**config.mk**
```make
export PLATFORM = sky130hd
export DESIGN_NAME = pdua_alu
export DESIGN_NICKNAME = d
export VERILOG_FILES = /design/src/rtl/pdua_alu_pkg.sv /design/src/rtl/pdua_alu_mul.sv /design/src/rtl/pdua_alu.sv
export SDC_FILE = /design/constraint.sdc
export NUM_CORES = 1
export LEC_CHECK = 0
export BUFFER_PORTS_ARGS = -buffer_cell sky130_fd_sc_hd__buf_2
export CAP_MARGIN = 40
export CELL_PAD_IN_SITES_DETAIL_PLACEMENT = 1
export CELL_PAD_IN_SITES_GLOBAL_PLACEMENT = 1
export CORE_UTILIZATION = 43
export DETAILED_ROUTE_END_ITERATION = 6
export PLACE_DENSITY = 0.81
export SYNTH_ARGS = -nofsm -noshare
export SYNTH_HDL_FRONTEND = slang
export SYNTH_SLANG_ARGS = --single-unit
```
**constraint.sdc**
```tcl
create_clock -name clk -period 3.3 [get_ports clk]
set_input_delay 0.495 -clock clk [delete_from_list [all_inputs] [get_ports clk]]
set_output_delay 0.495 -clock clk [all_outputs]
set_load 0.03 [all_outputs]
```
**src/rtl/pdua_alu_pkg.sv**
```systemverilog
// Shared definitions for the PDUA ALU: opcodes, flag bit positions, FSM states.
// The multiplier is enabled by defining PDUA_ALU_MUL_EN.
package pdua_alu_pkg;

  localparam int unsigned OP_PASSB = 0;
  localparam int unsigned OP_ADD   = 1;
  localparam int unsigned OP_SUB   = 2;
  localparam int unsigned OP_AND   = 3;
  localparam int unsigned OP_OR    = 4;
  localparam int unsigned OP_XOR   = 5;
  localparam int unsigned OP_NOTA  = 6;
  localparam int unsigned OP_SHL   = 7;
  localparam int unsigned OP_SHR   = 8;
  localparam int unsigned OP_INC   = 9;
  localparam int unsigned OP_DEC   = 10;
  localparam int unsigned OP_MUL   = 11;

  localparam int unsigned NUM_FLAGS = 4;
  localparam int unsigned FLAG_Z    = 3;
  localparam int unsigned FLAG_N    = 2;
  localparam int unsigned FLAG_C    = 1;
  localparam int unsigned FLAG_V    = 0;

  typedef enum logic [0:0] {
    StIdle,
    StMul
  } state_e;

  function automatic logic [NUM_FLAGS-1:0] make_flags(input logic z, input logic n,
                                                      input logic c, input logic v);
    logic [NUM_FLAGS-1:0] f;
    f         = '0;
    f[FLAG_Z] = z;
    f[FLAG_N] = n;
    f[FLAG_C] = c;
    f[FLAG_V] = v;
    return f;
  endfunction

endpackage

```
**src/rtl/pdua_alu_mul.sv**
```systemverilog
// Iterative unsigned shift-add multiplier, one partial product per step.
// Only instantiated when PDUA_ALU_MUL_EN is defined.
module pdua_alu_mul #(
  parameter int unsigned W = 8
) (
  input  logic           clk,
  input  logic           rst,
  input  logic           load,
  input  logic           step,
  input  logic [W-1:0]   a,
  input  logic [W-1:0]   b,
  output logic [2*W-1:0] product,
  output logic           done
);

  localparam int unsigned CW = $clog2(W) + 1;

  logic [2*W-1:0] acc_q, mcand_q, acc_next;
  logic [W-1:0]   mplier_q;
  logic [CW-1:0]  cnt_q;

  assign acc_next = acc_q + (mplier_q[0] ? mcand_q : '0);

  // Product and done look ahead by one step so the owner can register the
  // final value on the same edge as the last accumulation.
  assign product = acc_next;
  assign done    = step && (cnt_q == CW'(W - 1));

  always_ff @(posedge clk) begin
    if (rst) begin
      acc_q    <= '0;
      mcand_q  <= '0;
      mplier_q <= '0;
      cnt_q    <= '0;
    end else if (load) begin
      acc_q    <= '0;
      mcand_q  <= {{W{1'b0}}, a};
      mplier_q <= b;
      cnt_q    <= '0;
    end else if (step) begin
      acc_q    <= acc_next;
      mcand_q  <= mcand_q << 1;
      mplier_q <= mplier_q >> 1;
      cnt_q    <= cnt_q + CW'(1);
    end
  end

endmodule

```
**src/rtl/pdua_alu.sv**
```systemverilog
// Sequential ALU with registered result/flags and start/busy/done handshake.
// Define PDUA_ALU_MUL_EN to enable the multi-cycle MUL opcode.
module pdua_alu
  import pdua_alu_pkg::*;
#(
  parameter int unsigned DATA_WIDTH = 8,
  parameter int unsigned OP_WIDTH   = 4
) (
  input  logic                  clk,
  input  logic                  rst,
  input  logic                  start,
  input  logic [OP_WIDTH-1:0]   op,
  input  logic [DATA_WIDTH-1:0] a_data,
  input  logic [DATA_WIDTH-1:0] b_data,
  output logic [DATA_WIDTH-1:0] result,
  output logic [DATA_WIDTH-1:0] result_hi,
  output logic [NUM_FLAGS-1:0]  flags,
  output logic                  busy,
  output logic                  done
);

  localparam int unsigned W = DATA_WIDTH;

  logic [W:0]           add_ab, sub_ab, inc_a, dec_a;
  logic [W-1:0]         alu_res;
  logic                 alu_c, alu_v, legal;
  logic                 single_go;
  logic [W-1:0]         result_q;
  logic [NUM_FLAGS-1:0] flags_q;
  logic                 done_q;

  // Bit W of the subtract results is the unsigned borrow.
  assign add_ab = {1'b0, a_data} + {1'b0, b_data};
  assign sub_ab = {1'b0, a_data} - {1'b0, b_data};
  assign inc_a  = {1'b0, a_data} + (W + 1)'(1);
  assign dec_a  = {1'b0, a_data} - (W + 1)'(1);

`ifdef PDUA_ALU_MUL_EN
  logic is_mul;
`endif

  always_comb begin
    alu_res = a_data;
    alu_c   = 1'b0;
    alu_v   = 1'b0;
    legal   = 1'b1;
`ifdef PDUA_ALU_MUL_EN
    is_mul  = 1'b0;
`endif
    case (op)
      OP_WIDTH'(OP_PASSB): alu_res = b_data;
      OP_WIDTH'(OP_ADD): begin
        alu_res = add_ab[W-1:0];
        alu_c   = add_ab[W];
        alu_v   = (a_data[W-1] == b_data[W-1]) && (add_ab[W-1] != a_data[W-1]);
      end
      OP_WIDTH'(OP_SUB): begin
        alu_res = sub_ab[W-1:0];
        alu_c   = sub_ab[W];
        alu_v   = (a_data[W-1] != b_data[W-1]) && (sub_ab[W-1] != a_data[W-1]);
      end
      OP_WIDTH'(OP_AND):  alu_res = a_data & b_data;
      OP_WIDTH'(OP_OR):   alu_res = a_data | b_data;
      OP_WIDTH'(OP_XOR):  alu_res = a_data ^ b_data;
      OP_WIDTH'(OP_NOTA): alu_res = ~a_data;
      OP_WIDTH'(OP_SHL): begin
        alu_res = {a_data[W-2:0], 1'b0};
        alu_c   = a_data[W-1];
      end
      OP_WIDTH'(OP_SHR): begin
        alu_res = {1'b0, a_data[W-1:1]};
        alu_c   = a_data[0];
      end
      OP_WIDTH'(OP_INC): begin
        alu_res = inc_a[W-1:0];
        alu_c   = inc_a[W];
        alu_v   = !a_data[W-1] && inc_a[W-1];
      end
      OP_WIDTH'(OP_DEC): begin
        alu_res = dec_a[W-1:0];
        alu_c   = dec_a[W];
        alu_v   = a_data[W-1] && !dec_a[W-1];
      end
`ifdef PDUA_ALU_MUL_EN
      OP_WIDTH'(OP_MUL): is_mul = 1'b1;
`endif
      default: legal = 1'b0;
    endcase
  end

`ifdef PDUA_ALU_MUL_EN
  state_e         state_q;
  logic [W-1:0]   result_hi_q;
  logic           mul_load, mul_step, mul_done;
  logic [2*W-1:0] product;

  assign mul_step  = (state_q == StMul);
  assign mul_load  = start && (state_q == StIdle) && is_mul;
  assign single_go = start && (state_q == StIdle) && !is_mul;
  assign busy      = mul_step;
  assign result_hi = result_hi_q;

  pdua_alu_mul #(
    .W(W)
  ) u_mul (
    .clk    (clk),
    .rst    (rst),
    .load   (mul_load),
    .step   (mul_step),
    .a      (a_data),
    .b      (b_data),
    .product(product),
    .done   (mul_done)
  );

  always_ff @(posedge clk) begin
    if (rst) begin
      state_q     <= StIdle;
      result_hi_q <= '0;
    end else begin
      if (single_go) result_hi_q <= '0;
      if (mul_done) result_hi_q <= product[2*W-1:W];
      if (mul_load) state_q <= StMul;
      else if (mul_done) state_q <= StIdle;
    end
  end
`else
  assign single_go = start;
  assign busy      = 1'b0;
  assign result_hi = '0;
`endif

  always_ff @(posedge clk) begin
    if (rst) begin
      result_q <= '0;
      flags_q  <= '0;
      done_q   <= 1'b0;
    end else begin
      done_q <= 1'b0;
      if (single_go) begin
        result_q <= alu_res;
        done_q   <= 1'b1;
        if (legal) flags_q <= make_flags(alu_res == '0, alu_res[W-1], alu_c, alu_v);
      end
`ifdef PDUA_ALU_MUL_EN
      if (mul_done) begin
        result_q <= product[W-1:0];
        done_q   <= 1'b1;
        flags_q  <= make_flags(product == '0, product[2*W-1], |product[2*W-1:W],
                               |product[2*W-1:W]);
      end
`endif
    end
  end

  assign result = result_q;
  assign flags  = flags_q;
  assign done   = done_q;

endmodule

```
### Yosys cells after proc, flatten, opt, wreduce, memory -nomap -nowiden

Cells that the tools add are included.

| operators by class | value |
|---|---|
| add/subtract/negate cells | 4 |
| multipliers | 0 |
| div/mod/pow operators | 0 |
| order comparisons | 0 |
| equal/unequal tests | 14 |
| shift operators | 0 |
| mux-type cells | 5 |
| bitwise gates (word level) | 4 |
| reductions and logical operators | 10 |

Operators with widths:

| kind | number |
|---|---|
| $pmux 8 s11 | 1 |
| $eq 4x3->1 const B | 4 |
| $eq 4x4->1 const B | 3 |
| $reduce_or 11->1 | 1 |
| $add 8x1->9 const B | 1 |
| $add 8x8->9 | 1 |
| $sub 8x1->9 const B | 1 |
| $sub 8x8->9 | 1 |
| $and 8x8->8 | 1 |
| $eq 4x2->1 const B | 2 |
| $logic_not 8->1 | 1 |
| $not 8->8 | 1 |
| $or 8x8->8 | 1 |
| $xor 8x8->8 | 1 |
| $pmux 1 s6 | 1 |
| $eq 4x1->1 const B | 1 |
| $logic_and 1x1->1 | 4 |
| $logic_not 4->1 | 1 |
| $pmux 1 s4 | 1 |
| $ne 1x1->1 | 3 |
| $logic_not 1->1 | 2 |
| $mux 1 | 2 |
| $reduce_and 2->1 | 1 |
| $eq 1x1->1 | 1 |

| storage, ports and cells | value |
|---|---|
| register bits after elaboration | 13 |
| latch bits | 0 |
| memory bits (writable) | 0 |
| ROM bits | 0 |
| input bits | 23 |
| output and inout port bits | 22 |
| memories kept | 0 |

### Depth between registers and ports, before layout

Gate-level depths: netlist (run 1).

| logic depth | value |
|---|---|
| word-level depth | 4 |
| depth in mapped cells | 11 |
| depth with buffers taken out | 10 |

### Worst setup path before layout (run 1)

Ideal clock, no wire load.

| timing | value |
|---|---|
| path kind | input port to flip-flop |
| start | in a_data[0] |
| end | reg flags_q[3] (netlist: flags[3]) |
| library setup time | 59 ps |
| arrival | 3008 ps |
| data required time | 3241 ps |
| setup slack | 233 ps |
| stages on the path | 11 |
| cells stage by stage | clkbuf_1 inv_1 ha_1 fa_1 or3_1 a31oi_1 mux2i_1 o22ai_1 o32a_1 a2111oi_4 a31o_1 |

| between the ends | value |
|---|---|
| cells in the longest elaborated chain, start to end | 3 |
| elaborated cells between the ends (all ways) | 10 |
| those cells by class | 4 x add/sub; 1 x mux; 4 x bitwise; 1 x reduce/logical |

Ends and longest elaborated chain:

| item | RTL line | RTL |
|---|---|---|
| start: declaration | pdua_alu.sv:13 | `input logic [DATA_WIDTH-1:0] a_data,` |
| $sub 8x1->9 (tied with other cells) | pdua_alu.sv:36 | `assign dec_a = {1'b0, a_data} - (W + 1)'(1);` |
| $pmux 8 s11 (*) | pdua_alu.sv:50 | `case (op)` |
| $logic_not 8->1 (*) | pdua_alu.sv:143 | `if (legal) flags_q <= make_flags(alu_res == '0, alu_res[W-1], alu_c, alu_v);` |
| end signal: assignment | pdua_alu.sv:143 |  |
| end: declaration | pdua_alu.sv:29 | `logic [NUM_FLAGS-1:0] flags_q;` |

Mark *: on every way between the ends. The rest lies on a longest branch, timed or not.
A chain may end at the register's enable or synchronous reset.

### Final worst setup path (run 1)

| timing | value |
|---|---|
| start | in a_data[1] |
| end | reg flags_q[0] (netlist: flags[0]) |

| between the ends | value |
|---|---|
| cells in the longest elaborated chain, start to end | 4 |
| elaborated cells between the ends (all ways) | 12 |
| those cells by class | 4 x add/sub; 2 x eq/ne; 1 x mux; 5 x reduce/logical |

Ends and longest elaborated chain:

| item | RTL line | RTL |
|---|---|---|
| $sub 8x8->9 (tied with other cells) | pdua_alu.sv:34 | `assign sub_ab = {1'b0, a_data} - {1'b0, b_data};` |
| $ne 1x1->1 (tied with other cells) | pdua_alu.sv:60 | `alu_v = (a_data[W-1] != b_data[W-1]) && (sub_ab[W-1] != a_data[W-1]);` |
| $logic_and 1x1->1 (on tied branches) | pdua_alu.sv:60, pdua_alu.sv:55, pdua_alu.sv:82 |  |
| $pmux 1 s4 (*) | pdua_alu.sv:50 |  |

Marks and branches as above.

==> results.yml, run 1 <==
floorplanning:
  dieArea_sq_mm: 0.00699
  start_util: 0.449
  ios: 45
  die_h_um: 83.6
  die_x_um: 83.6
  rows: 29
  core-area_sq_mm: 0.00639
clocking:
  cts_sinks: 13
  cts_max_path_buffers: 2
  cts_tree: "built"
  post-cts-setup-buffers: 0
  htreeDepth: 1
  root_buffer: "clkbuf_8"
  hold_buffers: 0
  clkLatencyLatePin_ps: 250
  path_clk_slew_ps: 50
  cts_made_buffers: 3
  ctsResizeCount: 0
final_layout:
  antenna_cells: 0
  nNetsFinal: 474
  stdcell_count: 496
  seqCellArea_sq_um: 260
  nFillCells: 847
  drive_gt1_frac: 0.191
  multi_input_area_sq_mm: 0.00228
  final_util: 0.498
  areaGrowthSynthToFinish_pct: 11.0
placement:
  routabilityCongestion: 0.978
  pre_cts_ws_ps: 104
  port_buffers: 35
  hpwl_um: 8320
  placed_cells: 492
yosys:
  synth_edf_count: 0
  synth_area_sq_mm: 0.00287
  syn_inst: 386
  yosys_warnings: 0
  synthArstFlopShare: 0
  synthFlopType: "dfxtp_1"
  synth_common_cells: "ha_1, inv_1, o21ai_0, nor2_1, a21oi_1"
  syn_area_per_cell_sq_um: 7.42
  ys_top_cells_by_area: "ha_1, dfxtp_1, o21ai_0"
  synth.ff_latch_count: 13
  synth_cell_types: 74
  netlist.area_leader.share: 0.127
  synth_top_area_cell: "ha_1"
  seq_area_frac_synth: 0.0908
timing:
  layout_min_cycle_time_ps: 2920
  grt_setup_unrepaired: "no"
  setup_viol: 0
  fin_crit_sh: 0.884
  final.setup_skew_ps: 0
  fmax_mhz: 343
  setup_ws_ps: 384
  tightest_slew_ps: 598
  drv_slew: 0
  fin_tns_setup_ps: 0
  relSlewSlack: 0.597
  timing_hold_violations_final: 0
run_status:
  run_status: "completed"
drt:
  antenna_left: 0
  met2_length_um: 5310
  drc_errors: 0
  wl_per_cell_um: 22.0
  drt_iter0_markers: 253
  top_layer: "met4"
  drt_wl_total_um: 10900
  first_pass_iters: 5
  viasPerCell: 6.75
  wirelength_met1_um: 4520
  wl_met3_um: 769
  dr_total_vias: 3348
pwr:
  pwr-share-clk: 0.192
  intPower_mw: 0.414
  switching_power_mw: 0.355
  sw_frac_of_total: 0.461
  power_density_mw_per_mm2: 242
  p_leak_nw: 1.37
  ir_drop_uv: 282
  p_seq_frac: 0.226
  combinationalPowerShare: 0.582
  power_mw: 0.769
global_routing:
  grt_pass1_vias: 3291
  grt_max_degree: 25
  grt_pass1_wl_um: 17400
  gr-usage-all-layers: 0.312
  antenna_found_initial: 0
  grt-ovfl-total: 0
critical_path:
  path_max_fanout: 5
  crit_chain: "buf_2 -> inv_1 -> ha_1 -> a211o_1 -> a2111oi_0 -> a211oi_1 -> o21a_1 -> mux4_2 -> a221oi_1 -> o31ai_1"
  critPathLaunchType: "input port"
  path_class: "input port to flop"
  cp_slowest_cell: "mux4_2"
  cpPeakStageDelay_ps: 470
  setup.worst_path.end_class: "flop"
  cp.required_ps: 3420
  critPathArrivalTime_ps: 3040
flow_run:
  drv_cap: 0
worst_hold_path:
  min_path_type: "flop to flop"
[layout make-up]
cell class                 instances  area share
clock buffer                       4      0.0142
sequential                        13      0.0818
inverter                          29      0.0342
tap                               77      0.0303
multi-input combinational        309       0.716
timing repair buffer              64       0.124
[sequential cells by signal, summed over array words and instances, names as in the netlist]
| signal | cells |
|---|---|
| flags | 4 |
| done | 1 |
| result | 8 |
[kinds of logic (layout without fill, tap and decap cells)]
logic type / Yosys count / after routing / synth area share
AO/OA/AOI/OAI: 128 / 128 / 0.317
XOR/XNOR: 3 / 3 / 0.00917
adder cells (fa/ha/maj): 31 / 31 / 0.141
buffers and inverters: 72 / 97 / 0.125
flip-flops: 13 / 13 / 0.0908
multiplexers: 12 / 12 / 0.0511
other: 1 / 9 / 0.00131
AND/OR/NAND/NOR: 126 / 126 / 0.265
[final timing paths]
check / from / end / slack [ps] / cells after the start
setup / recovery: a_data[1] / flags[0] / 380 / 10
hold reg to reg: flags[0] / flags[0] / 490 / 2
hold / removal: flags[0] / flags[0] / 490 / 2
setup reg to reg: flags[1] / flags[1] / 2030 / 4
[worst max-delay path: cells and delay by family]
family          cells  cell delay, ps
compound gates      6            1490
mux                 1             470
fa+ha+maj           1             300
buf+inv             2             270
[routing by layer]
| metal | vias to the layer above | global-route usage |
|---|---|---|
| li1 | 1505 | - |
| met1 | 1670 | 0.405 |
| met2 | 145 | 0.531 |
| met3 | 28 | 0.0406 |
| met4 | 0 | 0.106 |
| met5 | - | 0 |
[power by group through the flow]
| stage | sequential (mW) | clock (mW) | combinational, mW |
|---|---|---|---|
| final | 0.174 | 0.147 | 0.448 |
| after global routing | 0.174 | 0.156 | 0.481 |
| after detailed placement | 0.177 | 0 | 0.435 |
| after CTS | 0.174 | 0.148 | 0.438 |
| after global placement | 0.176 | 0 | 0.422 |
| after floorplan | 0.199 | 0 | 0.283 |
[stage by stage]
| step | area (sq um) | hold slack, ps |
|---|---|---|
| 2_1_floorplan | 2900 | 575 |
| 3_3_place_gp | 3140 | 459 |
| 3_5_place_dp | 3140 | 462 |
| 4_1_cts | 3180 | 487 |
| 5_1_grt | 3180 | 507 |
| 6_report | 3180 | 489 |
[cells in the final DEF (no fill, tap or decap), drive strengths merged, types with 7 or more instances in the layout]
cell / instances
a21oi: 21
ha: 29
nor3: 16
nand3: 7
a211oi: 8
nand4: 9
nor2b: 10
conb: 9
nor2: 26
nand2: 12
dfxtp: 13
mux2i: 9
inv: 29
o21ai: 29
buf: 64
Power figures use the tool's default switching activity.
==> run 2, diff against run 1 <==
Settings changed: CORE_ASPECT_RATIO set to 1.1, SKIP_CTS_REPAIR_TIMING set to 1.
==> results.yml, run 2 (synthesis results as in run 1) <==
clocking:
  cts_sinks: 13
  cts_made_buffers: 3
  htreeDepth: 1
  clkLatencyLatePin_ps: 240
  cts_max_path_buffers: 2
  path_clk_slew_ps: 50
  cts_tree: "built"
  root_buffer: "clkbuf_8"
drt:
  dr_total_vias: 3242
  first_pass_iters: 5
  drt_wl_total_um: 10500
  viasPerCell: 6.55
  drc_errors: 0
  wl_per_cell_um: 21.2
  antenna_left: 0
  drt_iter0_markers: 303
timing:
  tightest_slew_ps: 794
  timing_hold_violations_final: 0
  setup_viol: 0
  relSlewSlack: 0.469
  layout_min_cycle_time_ps: 2980
  grt_setup_unrepaired: "no"
  fin_tns_setup_ps: 0
  fmax_mhz: 335
  fin_crit_sh: 0.903
  drv_slew: 0
  final.setup_skew_ps: 0
final_layout:
  final_area_sq_mm: 0.00317
  areaGrowthSynthToFinish_pct: 10.5
  layout_commonest_cell: "buf_2"
  final_cell_mix: "buf_2, inv_1, ha_1"
  nNetsFinal: 470
  drive_gt1_frac: 0.183
  antenna_cells: 0
  largest_register_ffs: 8
  nFillCells: 823
  final_util: 0.502
  stdcell_count: 495
placement:
  placed_cell_area_sq_mm: 0.00312
  routabilityCongestion: 0.970
  placed_cells: 491
  port_buffers: 35
  hpwl_um: 8210
floorplanning:
  die_h_um: 87.6
  rows: 30
  ios: 45
  start_util: 0.454
  die_x_um: 79.8
  dieArea_sq_mm: 0.00699
  core-area_sq_mm: 0.00631
pwr:
  p_seq_frac: 0.228
  p_leak_nw: 1.35
  switching_power_mw: 0.351
  ir_drop_uv: 348
  pwr-share-clk: 0.195
  power_density_mw_per_mm2: 241
  combinationalPowerShare: 0.577
  intPower_mw: 0.413
  sw_frac_of_total: 0.459
  power_mw: 0.764
critical_path:
  path_max_fanout: 3
  crit_chain: "buf_2 -> inv_1 -> ha_1 -> fa_1 -> or3_1 -> a31oi_1 -> mux2i_1 -> o22ai_1 -> o32a_1 -> a2111oi_4 -> a31o_1"
  cp_slowest_cell: "fa_1"
  setup.worst_path.end_class: "flop"
  cp.required_ps: 3490
  path_class: "input port to flop"
  cpPeakStageDelay_ps: 450
  worst-path-buf-inv: 2
  path_delay_family: "compound AO/OA/AOI/OAI gates"
  critPathArrivalTime_ps: 3170
  critPathLaunchType: "input port"
global_routing:
  grt_max_degree: 32
  grt_pass1_wl_um: 16500
  grt_pass1_vias: 3233
  grt-ovfl-total: 0
  gr-usage-all-layers: 0.305
  antenna_found_initial: 0
worst_hold_path:
  min_path_type: "flop to flop"
run_status:
  run_status: "completed"
flow_run:
  drv_cap: 0
[run 2: worst reg2reg max path, cell delays in order (launching register included)]
cell and delay (ps):
dfxtp_1 340, a221oi_1 260, o21ai_0 160, a21oi_1 160, a211oi_1 90
[run 2: path summary, 6_finish.rpt]
path,from,to,slack (ps),cells after the start
worst max-delay path,a_data[0],flags[3],320,11
worst min register to register,result[7],result[7],480,2
worst min-delay path,result[7],result[7],480,2
worst max register to register,flags[1],flags[1],2180,4
[run 2: power by group through the flow]
stage          registers [mW]  logic [mW]  clock network [mW]
2_1_floorplan           0.199       0.283                   0
3_3_place_gp            0.177       0.416                   0
3_5_place_dp            0.177       0.431                   0
4_1_cts                 0.174       0.434               0.150
5_1_grt                 0.176       0.475               0.157
6_report                0.174       0.441               0.149
[run 2: cell type report]
class	count	area, sq um	share of cell area
Tap cell	80	100	0.0316
Sequential cell	13	260	0.0822
Inverter	29	109	0.0344
Multi-Input combinational cell	309	2280	0.719
Clock buffer	4	45.0	0.0142
Timing Repair Buffer	60	375	0.119
[run 2: layer usage]
layer | up-vias | part of all wire | GRT usage
li1 | 1500 | - | -
met1 | 1576 | 0.40 | 0.360
met2 | 130 | 0.51 | 0.560
met3 | 36 | 0.058 | 0.0260
met4 | 0 | 0.037 | 0.133
met5 | - | 0 | 0
[run 2: metrics by stage]
| stage | hold WS (ps) | setup WS [ps] |
|---|---|---|
| 2_1_floorplan | 575 | 233 |
| 3_3_place_gp | 438 | 221 |
| 3_5_place_dp | 443 | 144 |
| 4_1_cts | 485 | 390 |
| 5_1_grt | 514 | 219 |
| 6_report | 483 | 319 |
